<file path="src/rtl/operand_issue_pkg.sv">
// Shared constants for the operand issue block: instruction classes, opcode/funct3
// values and the FSM state encoding.
package operand_issue_pkg;

    // Instruction class codes carried on itype_i
    localparam logic [4:0] RTYPE = 5'd1;
    localparam logic [4:0] ITYPE = 5'd2;
    localparam logic [4:0] STYPE = 5'd3;
    localparam logic [4:0] BTYPE = 5'd4;
    localparam logic [4:0] UTYPE = 5'd5;
    localparam logic [4:0] LTYPE = 5'd6;

    localparam logic [6:0] OPC_LUI   = 7'b0110111;
    localparam logic [6:0] OPC_AUIPC = 7'b0010111;
    localparam logic [2:0] F3_SLLI   = 3'b001;
    localparam logic [2:0] F3_SRXI   = 3'b101;

    localparam logic [1:0] ST_IDLE   = 2'd0;
    localparam logic [1:0] ST_READ   = 2'd1;
    localparam logic [1:0] ST_SETUP  = 2'd2;
    localparam logic [1:0] ST_STROBE = 2'd3;

    function automatic logic is_shift_imm(input logic [2:0] funct3);
        return (funct3 == F3_SLLI) || (funct3 == F3_SRXI);
    endfunction

endpackage

</file>
<file path="src/rtl/operand_issue_imm_gen.sv">
// Combinational RV32I immediate decoder; immediates that do not belong to the
// given instruction class are forced to zero.
module operand_issue_imm_gen
    import operand_issue_pkg::*;
(
    input  logic [31:0] ir_i,
    input  logic [4:0]  itype_i,
    output logic [31:0] imm_i_o,
    output logic [31:0] imm_s_o,
    output logic [31:0] imm_b_o,
    output logic [31:0] imm_u_o,
    output logic [4:0]  shamt_o
);

    logic use_i;

    assign use_i = (itype_i == ITYPE) || (itype_i == LTYPE);

    assign imm_i_o = use_i ? {{20{ir_i[31]}}, ir_i[31:20]} : 32'd0;
    assign imm_s_o = (itype_i == STYPE) ? {{20{ir_i[31]}}, ir_i[31:25], ir_i[11:7]} : 32'd0;
    assign imm_b_o = (itype_i == BTYPE)
                   ? {{19{ir_i[31]}}, ir_i[31], ir_i[7], ir_i[30:25], ir_i[11:8], 1'b0}
                   : 32'd0;
    assign imm_u_o = (itype_i == UTYPE) ? {ir_i[31:12], 12'd0} : 32'd0;
    assign shamt_o = (itype_i == ITYPE) ? ir_i[24:20] : 5'd0;

endmodule

</file>
<file path="src/rtl/operand_issue.sv">
// Operand issue FSM: reads the register file, builds the ALU operands, holds them
// for SETUP_CYCLES and then pulses the readin strobes for one cycle.
module operand_issue
    import operand_issue_pkg::*;
#(
    parameter int XLEN         = 32,
    parameter int SETUP_CYCLES = 1
) (
    input  logic            clk,
    input  logic            reset,
    input  logic            start_i,
    input  logic [31:0]     ir_i,
    input  logic [4:0]      itype_i,
    input  logic [XLEN-1:0] pc_i,
    output logic [4:0]      rf_raddr_a_o,
    output logic [4:0]      rf_raddr_b_o,
    input  logic [XLEN-1:0] rf_rdata_a_i,
    input  logic [XLEN-1:0] rf_rdata_b_i,
    output logic [XLEN-1:0] readd_a_o,
    output logic [XLEN-1:0] readd_b_o,
    output logic [XLEN-1:0] readd_pass_o,
    output logic            readin_a_o,
    output logic            readin_b_o,
    output logic            readin_pass_o,
    output logic            busy_o,
    output logic            done_o
);

    localparam int CNT_W = (SETUP_CYCLES > 1) ? $clog2(SETUP_CYCLES) : 1;
    localparam logic [CNT_W-1:0] CNT_LOAD = CNT_W'(SETUP_CYCLES - 1);

    logic [1:0]      state_q, state_d;
    logic [CNT_W-1:0] cnt_q;
    logic [31:0]     ir_q;
    logic [4:0]      itype_q;
    logic [XLEN-1:0] pc_q;
    logic [XLEN-1:0] opa_q, opb_q, opp_q;
    logic [XLEN-1:0] opa_d, opb_d, opp_d;
    logic            strobe_q, done_q;
    logic            accept;

    logic [31:0] imm_i, imm_s, imm_b, imm_u;
    logic [4:0]  shamt;

    operand_issue_imm_gen u_imm_gen (
        .ir_i    (ir_q),
        .itype_i (itype_q),
        .imm_i_o (imm_i),
        .imm_s_o (imm_s),
        .imm_b_o (imm_b),
        .imm_u_o (imm_u),
        .shamt_o (shamt)
    );

    assign accept = (state_q == ST_IDLE) && start_i && !reset;

    // The RF has one cycle of read latency, so the address must be presented in
    // the accepting cycle straight from ir_i, then held from the captured copy.
    always_comb begin
        rf_raddr_a_o = ir_q[19:15];
        rf_raddr_b_o = ir_q[24:20];
        if (state_q == ST_IDLE) begin
            rf_raddr_a_o = accept ? ir_i[19:15] : 5'd0;
            rf_raddr_b_o = accept ? ir_i[24:20] : 5'd0;
        end
    end

    always_comb begin
        state_d = state_q;
        case (state_q)
            ST_IDLE:   if (start_i) state_d = ST_READ;
            ST_READ:   state_d = ST_SETUP;
            ST_SETUP:  if (cnt_q == '0) state_d = ST_STROBE;
            ST_STROBE: state_d = ST_IDLE;
            default:   state_d = ST_IDLE;
        endcase
    end

    always_comb begin
        opa_d = '0;
        opb_d = '0;
        opp_d = '0;
        case (itype_q)
            RTYPE: begin
                opa_d = rf_rdata_a_i;
                opb_d = rf_rdata_b_i;
            end
            ITYPE: begin
                opa_d = rf_rdata_a_i;
                opb_d = is_shift_imm(ir_q[14:12]) ? {27'd0, shamt} : imm_i;
            end
            LTYPE: begin
                opa_d = rf_rdata_a_i;
                opb_d = imm_i;
            end
            STYPE: begin
                opa_d = rf_rdata_a_i;
                opb_d = imm_s;
                opp_d = rf_rdata_b_i;
            end
            BTYPE: begin
                opa_d = rf_rdata_a_i;
                opb_d = rf_rdata_b_i;
                opp_d = imm_b;
            end
            UTYPE: opa_d = (ir_q[6:0] == OPC_AUIPC) ? pc_q + imm_u : imm_u;
            default: ;
        endcase
    end

    always_ff @(posedge clk) begin
        if (reset) begin
            state_q  <= ST_IDLE;
            cnt_q    <= '0;
            ir_q     <= '0;
            itype_q  <= '0;
            pc_q     <= '0;
            opa_q    <= '0;
            opb_q    <= '0;
            opp_q    <= '0;
            strobe_q <= 1'b0;
            done_q   <= 1'b0;
        end else begin
            state_q  <= state_d;
            strobe_q <= (state_d == ST_STROBE);
            done_q   <= (state_q == ST_STROBE);
            if (accept) begin
                ir_q    <= ir_i;
                itype_q <= itype_i;
                pc_q    <= pc_i;
            end
            if (state_q == ST_READ) begin
                opa_q <= opa_d;
                opb_q <= opb_d;
                opp_q <= opp_d;
                cnt_q <= CNT_LOAD;
            end else if (state_q == ST_SETUP && cnt_q != '0) begin
                cnt_q <= cnt_q - 1'b1;
            end
        end
    end

    assign readd_a_o     = opa_q;
    assign readd_b_o     = opb_q;
    assign readd_pass_o  = opp_q;
    assign readin_a_o    = strobe_q;
    assign readin_b_o    = strobe_q;
    assign readin_pass_o = strobe_q;
    assign busy_o        = (state_q != ST_IDLE);
    assign done_o        = done_q;

endmodule
</file>
<file path="config.mk">
export PLATFORM = sky130hd
export DESIGN_NAME = operand_issue
export DESIGN_NICKNAME = d
export VERILOG_FILES = /design/src/rtl/operand_issue_pkg.sv /design/src/rtl/operand_issue_imm_gen.sv /design/src/rtl/operand_issue.sv
export SDC_FILE = /design/constraint.sdc
export NUM_CORES = 1
export LEC_CHECK = 0
export BUFFER_PORTS_ARGS = -buffer_cell sky130_fd_sc_hd__clkbuf_2
export CORE_MARGIN = 4
export CORE_UTILIZATION = 40
export CTS_BUF_LIST = sky130_fd_sc_hd__clkbuf_4
export DETAILED_ROUTE_END_ITERATION = 6
export GPL_TIMING_DRIVEN = 1
export SLEW_MARGIN = 20
export SYNTH_ARGS = -nofsm -noshare
export SYNTH_HDL_FRONTEND = slang
export SYNTH_SLANG_ARGS = --single-unit
</file>
<file path="constraint.sdc">
create_clock -name clk -period 5.2 [get_ports clk]
set_input_delay 0.52 -clock clk [delete_from_list [all_inputs] [get_ports clk]]
set_output_delay 0.52 -clock clk [all_outputs]
set_load 0.1 [all_outputs]
</file>
==> impl_metrics.ini, run 1 <==
[yosys]
ys.flop_type = dfxtp_1
synth_edf_count = 0
synth-seq-cells = 170
netlist_area_um2 = 7940
synth_area_per_cell_um2 = 8.54
netlist_instances = 930
ys_seq_area_frac = 0.428
async_reset_ff_frac = 0
synth_area_leader_cell = dfxtp_1
netlist-cell-type-count = 65
synth_top_area_frac = 0.428
ys_top_cells_by_area = dfxtp_1 (43%), a22o_1 (9.0%), a21oi_1 (6.4%), nor2_1 (5.3%), clkbuf_1 (3.9%)
syn-num-nets = 1078
ys_warn_count = 0

[clock_tree]
clk_path_buf_depth = 2
path_clk_slew_ns = 0.16
cts.repair.resized = 0
htreeDepth = 4
cts_tree = yes
post_cts_buffers = 0
postCtsHoldBufs = 0
worstSkewPairLatency_ns = 0.56
numCtsBuffers = 17
cts_root_buf = clkbuf_4
clock_sinks = 170

[routing]
totalWireLength_mm = 27.5
drt-initial-drc-count = 741
met1_length_mm = 12.1
met2WireLength_mm = 12.5
firstDrtPassIters = 6
vias = 8032
top_layer = met5
viasPerCell = 5.76
wl_met3_mm = 2.42
drc_errors = 0
wire_per_inst_um = 19.7
ant_nets = 0

[sta]
drv_slew = 0
rsz0062_at_grt = no
fin_hold_ws_ns = 0.153
setup_tns_ns = 0
worst_pin_slew_ns = 1.03
skew_ns = 0.0187
min_period_ns = 4.04
maxSlewHeadroom = 0.311
finalSetupViolCount = 0
hold_viol = 0
clock.fmax_ghz = 0.248
finalCritPeriodShare = 0.776

[die]
pin_count = 247
initial_core_util = 0.407
die_area_um2 = 22200
rows = 51
die_y_um = 149
core_area_um2 = 19500
die_w_um = 149

[power]
pwr-share-seq = 0.468
comb_power_share = 0.286
power.leakage_nw = 4.23
intPower_mw = 1.87
ir_drop_uv = 142
switching_share = 0.419
power_density_nw_per_um2 = 336
clock_power_share = 0.246
net-switching-power_mw = 1.35

[min_path]
min_from = pc_i[8]
hold_end = pc_q[8]
min_path_type = input port to flop
hold_depth = 2

[flow_run]
maxCapViolCount = 0

[critical_path]
r2r_start = itype_q[2]
end_kind = flop
start_kind = flop
path_class = flop to flop
reg2reg_to = readd_a_o[26]
path_max_fanout = 14
ff2ff_path_depth = 13
crit_required_ns = 5.70
critPathLaunch = itype_q[2]
crit_arrival_ns = 4.53
ff2ff_setup_slack_ns = 1.16

[global_routing]
overflow = 0
antenna_found_initial = 2
first_global_vias = 7442
grt_usage = 0.241
grt_start_max_net_pins = 79
grt_pass1_wl_mm = 42.4

[final_layout]
layout_common_cells = clkbuf_2 (245), dfxtp_1 (170), nor2_1 (110), a21oi_1 (101), a22o_1 (82)
syn_to_final_growth_pct = 20.4
final_cells = 1394
fin_nets = 1263
layout_commonest_cell = clkbuf_2
drive_above_1_share = 0.277

[outcome]
status = completed

[place]
post-dp-hpwl_mm = 19.4
port_buffers = 246
dp.cells = 1361
place.gp.congestion = 0.891
## through the flow
| stage | power, mW | setup WS (ns) | cell area, µm² | util |
|---|---|---|---|---|
| 2_1_floorplan | 2.22 | 1.55 | 7940 | - |
| 3_3_place_gp | 2.45 | 1.35 | 9280 | 0.475 |
| 3_5_place_dp | 2.45 | 1.28 | 9280 | 0.475 |
| 4_1_cts | 3.24 | 1.23 | 9560 | 0.490 |
| 5_1_grt | 3.37 | 0.915 | 9570 | 0.490 |
| 6_report | 3.22 | 1.16 | 9570 | 0.490 |
## cells by family after synthesis
logic type	synth area share
flip-flops	0.428
buffers and inverters	0.0542
XOR/XNOR	0.0198
adder cells (fa/ha/maj)	0.0211
AO/OA/AOI/OAI	0.311
multiplexers	0.00378
AND/OR/NAND/NOR	0.162
## layer usage
metal,vias to the layer above,global-route usage
li1,3839,-
met1,3824,0.336
met2,335,0.371
met3,32,0.0681
met4,2,0.0572
met5,-,0
## registers in the layout, indices dropped and copies added, names as in the netlist
signal,flops
readin_a_o,1
readd_a_o,32
done_o,1
pc_q,32
itype_q,5
state_q,2
readd_pass_o,32
readd_b_o,32
cnt_q,1
ir_q,32
## power by group through the flow
stage	logic [mW]	registers, mW	clock network (mW)
after floorplan	0.414	1.80	0
after detailed placement	0.921	1.53	0
final	0.921	1.51	0.790
after global placement	0.918	1.53	0
after CTS	0.923	1.50	0.809
after global routing	0.976	1.52	0.876
## cells in the mapped netlist (13+ instances only)
cell and count:
a21oi_1 102, a221oi_1 16, a222oi_1 20, a22o_1 82, a22oi_1 16, a31oi_1 13
and3_1 19, clkbuf_1 82, dfxtp_1 170, inv_1 17, nand2_1 54, nand3_1 13
nor2_1 112, nor3_1 27, o21ai_0 39
## worst max path at each step
stage,to,slack [ns],cells past startpoint
floorplan,readd_a_o[26],1.55,16
CTS,readd_a_o[26],1.23,13
detailed placement,readd_a_o[26],1.28,13
global placement,readd_a_o[30],1.35,13
global route,readd_a_o[22],0.92,13
finish,readd_a_o[26],1.16,13
## layout make-up
type                            instances  area (µm²)
Timing Repair Buffer                  259        1330
Antenna cell                            1        2.50
Tap cell                              265         332
Fill cell                            1987        9960
Multi-Input combinational cell        650        4150
Inverter                               17        63.8
Sequential cell                       170        3400
Clock inverter                         15         156
Clock buffer                           17         128
## worst max-delay path: stages (launching register included)
cell and delay (ns):
dfxtp_1 0.51, nor4b_4 0.72, and3_1 0.26, ha_1 0.18, inv_1 0.06, fa_1 0.41
and3b_1 0.30, a32oi_1 0.15, a211o_1 0.31, a2111o_1 0.34, a21oi_2 0.22, xnor2_1 0.10
a211o_1 0.29, a21oi_1 0.12
(Power assumes the default switching activity.)
==> inputs of run 2 (changes only) <==
--- a/config.mk
+++ b/config.mk
@@ -11,6 +11,7 @@
 export CTS_BUF_LIST = sky130_fd_sc_hd__clkbuf_4
 export DETAILED_ROUTE_END_ITERATION = 6
 export GPL_TIMING_DRIVEN = 1
+export PLACE_DENSITY = 0.67
 export SLEW_MARGIN = 20
 export SYNTH_ARGS = -nofsm -noshare
 export SYNTH_HDL_FRONTEND = slang
==> constraint.sdc (replaced) <==
create_clock -name clk -period 3.5 [get_ports clk]
set_input_delay 0.35 -clock clk [delete_from_list [all_inputs] [get_ports clk]]
set_output_delay 0.35 -clock clk [all_outputs]
set_load 0.1 [all_outputs]
==> run 2 against run 1 <==
  * Non-clock buffer count rose by 114
  * Core utilization rose by 6.6 points
  * Global-route usage rose by 1.5 points
  * First-iteration DRC count rose by 21%
==> impl_metrics.ini, run 2 (synthesis results as in run 1) <==
[global_routing]
overflow = 0
grt_pass1_wl_mm = 45.4
antenna_found_initial = 3
grt_start_max_net_pins = 77
grt_usage = 0.256
first_global_vias = 8103

[place]
place.gp.congestion = 0.936
post-dp-hpwl_mm = 19.9
dp.cells = 1373
place_ws_ns = 0.173
port_buffers = 246
placed_area_um2 = 9510

[sta]
setup_ws_ns = 0.169
min_period_ns = 3.33
maxSlewHeadroom = 0.388
finalCritPeriodShare = 0.952
skew_ns = 0.0207
finalSetupViolCount = 0
worst_pin_slew_ns = 0.918
clock.fmax_ghz = 0.300
hold_viol = 0
drv_slew = 0

[routing]
vias = 8571
firstDrtPassIters = 6
drt-initial-drc-count = 897
viasPerCell = 5.68
totalWireLength_mm = 28.8
ant_nets = 0
wire_per_inst_um = 19.1
drc_errors = 0

[critical_path]
path_max_fanout = 4
path_class = flop to flop
critPathMaxStageDelay_ns = 0.40
path_cells = nor4b_4 -> and3_1 -> ha_2 -> inv_1 -> fa_2 -> and3b_2 -> a32oi_2 -> a211o_1 -> a2111o_1 -> a21oi_2 -> a41o_1 -> a2111o_1 -> a31oi_1
cpMostUsedCell = a2111o_1
slowest_stage = a2111o_1
ff2ff_path_depth = 13
crit_arrival_ns = 3.77
crit_required_ns = 3.94
start_kind = flop
end_kind = flop

[final_layout]
final_util = 0.555
fin_nets = 1377
drive_above_1_share = 0.269
layout_commonest_cell = clkbuf_2
final_cells = 1509
layout_common_cells = clkbuf_2 (235), dfxtp_1 (168), nor2_1 (111), a21oi_1 (100), dlygate4sd3_1 (98)
syn_to_final_growth_pct = 36.5
stdcell_area_um2 = 10800

[flow_run]
maxCapViolCount = 0

[clock_tree]
worstSkewPairLatency_ns = 0.57
cts_tree = yes
path_clk_slew_ns = 0.15
clk_path_buf_depth = 2
numCtsBuffers = 17
htreeDepth = 4
clock_sinks = 170
cts_root_buf = clkbuf_4

[outcome]
status = completed

[die]
die_y_um = 149
die_area_um2 = 22200
core_area_um2 = 19500
initial_core_util = 0.407
die_w_um = 149
rows = 51
pin_count = 247

[power]
power.leakage_nw = 4.77
ir_drop_uv = 273
power_density_nw_per_um2 = 455

[min_path]
hold_depth = 3
min_path_type = input port to flop
run 2: changes by cell type in the layout (fill, tap and decap cells not counted), sizes merged:
cell / before / now
buf: 14 / 40
clkbuf: 262 / 254
diode: 1 / 2
bufinv: 1 / 2
dlygate4sd3: 0 / 98
inv: 25 / 21
clkinvlp: 1 / 2
run 2: timing repair:
| item | 4_1_cts | 5_1_grt |
|---|---|---|
| resized for setup | 0 | 9 |
| setup buffers | 0 | 4 |
| setup endpoints to repair | 0 | 5 |
| hold endpoints to repair | 98 | 0 |
| hold buffers | 98 | 0 |
run 2: area by class of cell:
class | instances | area (µm²)
diodes | 2 | 5.00
repair buffers | 373 | 2580
clock inverters | 13 | 143
flip-flops and latches | 170 | 3410
inverters | 17 | 63.8
multi-input cells | 650 | 4170
well taps | 265 | 332
clock buffers | 19 | 143
fillers | 1844 | 8680
run 2: critical path, delay by kind of cell (launching register included):
family	cells	cell delay, ns
buffers and inverters	1	0.05
AOI/OAI and AO/OA	7	1.51
adders and majority gates	2	0.53
DFF	1	0.38
and+or+nand+nor	3	0.75
run 2: power by group:
| group | internal (mW) | total [mW] | switching [mW] | leakage (nW) |
|---|---|---|---|---|
| Combinational | 0.437 | 1.54 | 1.10 | 3.23 |
| Sequential | 2.08 | 2.22 | 0.145 | 1.39 |
| Clock | 0.447 | 1.17 | 0.726 | 0.151 |
| Total | 2.96 | 4.94 | 1.97 | 4.77 |
run 2: final timing paths:
| check | slack (ns) | to | from |
|---|---|---|---|
| worst min register to register | 0.45 | readin_a_o | cnt_q |
| worst min-delay path | 0.04 | readd_a_o[23] | rf_rdata_a_i[23] |
| worst max-delay path | 0.17 | readd_a_o[30] | itype_q[1] |
| worst max register to register | 0.17 | readd_a_o[30] | itype_q[1] |
run 2: stage by stage:
step / total power [mW] / hold WS, ns / TNS (ns)
floorplan: 3.30 / 0.398 / -0.00533
global placement: 3.69 / 0.429 / 0
detailed placement: 3.69 / 0.424 / 0
CTS: 4.94 / 0.00261 / 0
global route: 5.15 / 0.0131 / -0.00364
finish: 4.94 / 0.0449 / 0
run 2: routing by layer:
layer  track usage  vias up  share of wire  routed length [µm]
met5             0        -              0                   0
met4        0.0787        0          0.027                 769
met3        0.0547       59          0.079                2270
met2         0.407      400           0.46               13400
met1         0.351     4044           0.43               12400
li1              -     4068              -                   -
==> inputs of run 3 (changes only) <==
--- a/config.mk
+++ b/config.mk
@@ -8,7 +8,7 @@
 export BUFFER_PORTS_ARGS = -buffer_cell sky130_fd_sc_hd__clkbuf_2
 export CORE_MARGIN = 4
 export CORE_UTILIZATION = 40
-export CTS_BUF_LIST = sky130_fd_sc_hd__clkbuf_4
+export CTS_BUF_LIST = sky130_fd_sc_hd__clkbuf_16
 export DETAILED_ROUTE_END_ITERATION = 6
 export GPL_TIMING_DRIVEN = 1
 export PLACE_DENSITY = 0.67
==> run 3 against run 2 <==
  * Clock skew shrank 0.010 ns
  * Cell count shrank 6.6%
  * Hold slack gained 0.082 ns
  * Critical endpoint unchanged
  * Largest power group unchanged
==> impl_metrics.ini, run 3 (synthesis results as in run 1) <==
[outcome]
status = completed

[final_layout]
stdcell_area_um2 = 10200
final_util = 0.520
drive_above_1_share = 0.291
layout_common_cells = clkbuf_2 (235), dfxtp_1 (168), nor2_1 (111), a21oi_1 (100), a22o_1 (82)
layout_commonest_cell = clkbuf_2
fin_nets = 1279
syn_to_final_growth_pct = 27.8
fillCellCount = 1909

[sta]
setup_tns_ns = 0
drv_slew = 0
min_period_ns = 3.37
maxSlewHeadroom = 0.382
worst_pin_slew_ns = 0.927
skew_ns = 0.0104
rsz0062_at_grt = yes
clock.fmax_ghz = 0.297
finalSetupViolCount = 0
fin_hold_ws_ns = 0.127
finalCritPeriodShare = 0.962
hold_viol = 0

[routing]
drc_errors = 0
drt-initial-drc-count = 804
vias = 8139
totalWireLength_mm = 27.8
wire_per_inst_um = 19.7
ant_nets = 0
viasPerCell = 5.77
firstDrtPassIters = 6

[die]
initial_core_util = 0.407
core_area_um2 = 19500
rows = 51
die_area_um2 = 22200
die_w_um = 149
pin_count = 247
die_y_um = 149

[clock_tree]
numCtsBuffers = 17
clk_path_buf_depth = 2
cts_root_buf = clkbuf_16
path_clk_slew_ns = 0.07
postCtsHoldBufs = 0
clock_sinks = 170
htreeDepth = 4
worstSkewPairLatency_ns = 0.43
cts_tree = yes

[power]
power_mw = 5.54
ir_drop_uv = 360
power_density_nw_per_um2 = 545
power.leakage_nw = 4.49

[place]
placed_area_um2 = 9510
port_buffers = 246
post-dp-hpwl_mm = 19.9
place.gp.congestion = 0.936

[critical_path]
path_max_fanout = 4
crit_required_ns = 3.78
path_class = flop to flop
start_kind = flop
crit_arrival_ns = 3.64
end_kind = flop

[flow_run]
maxCapViolCount = 0

[min_path]
min_path_type = input port to flop

[global_routing]
grt_pass1_wl_mm = 43.2
antenna_found_initial = 3
grt_start_max_net_pins = 77
overflow = 0
first_global_vias = 7590
grt_usage = 0.245
==> run 3: changes by cell type in the layout (fill, tap and decap cells not counted), sizes merged <==
cell         previous run  this run
diode                   2         1
clkbuf                254       252
dlygate4sd3            98         0
inv                    21        23
==> run 3: cell type report <==
cell class / count / area (µm²) / share of cell area
multi-input cells: 650 / 4170 / 0.411
flip-flops and latches: 170 / 3410 / 0.336
repair buffers: 275 / 1600 / 0.158
clock buffers: 17 / 425 / 0.0419
well taps: 265 / 332 / 0.0327
clock inverters: 15 / 150 / 0.0148
inverters: 17 / 63.8 / 0.00629
diodes: 1 / 2.50 / 0.000246
==> run 3: power by group <==
part	total (mW)	internal (mW)	switching, mW	leakage, nW
Sequential	2.22	2.08	0.146	1.39
Clock	1.87	1.05	0.816	0.284
Combinational	1.44	0.366	1.08	2.82
Total	5.54	3.50	2.04	4.49
==> run 3: routing by layer <==
metal,GRT usage,vias to the layer above,wire length [µm]
met5,0,-,13
met4,0.0824,2,831
met3,0.0678,54,2340
met2,0.372,330,12600
met1,0.338,3878,12000
li1,-,3875,-
==> run 3: what timing repair did <==
item | in CTS | in global routing
endpoints found under the setup margin | 0 | 5
buffers inserted | 0 | 4
resized for setup | 0 | 10
hold endpoints to repair | 0 | 0
==> run 3: per-stage QoR <==
| stage | std cells | worst slack, ns |
|---|---|---|
| 3_5_place_dp | 1373 | 0.173 |
| 5_1_grt | 1410 | -0.0177 |
| 6_report | 1410 | 0.133 |
| 3_3_place_gp | 1373 | 0.227 |
| 2_1_floorplan | 930 | -0.00533 |
| 4_1_cts | 1405 | 0.164 |
==> run 3: worst max-delay path, stage by stage, from the launching register on <==
cell and delay, ns:
dfxtp_4 0.36, nor4b_4 0.31, and3_1 0.21, ha_2 0.19
inv_2 0.04, fa_2 0.36, and3b_2 0.26, a32oi_2 0.12
a211o_1 0.33, a2111o_1 0.40, a21oi_2 0.22, a41o_1 0.21
a2111o_1 0.13, a31oi_1 0.07
==> run 3: final timing paths <==
path,cells past startpoint,to,slack [ns],startpoint
worst max register to register,13,readd_a_o[30],0.13,itype_q[1]
worst min register to register,1,readin_a_o,0.44,cnt_q
worst max-delay path,13,readd_a_o[30],0.13,itype_q[1]
worst min-delay path,2,ir_q[2],0.13,ir_i[2]
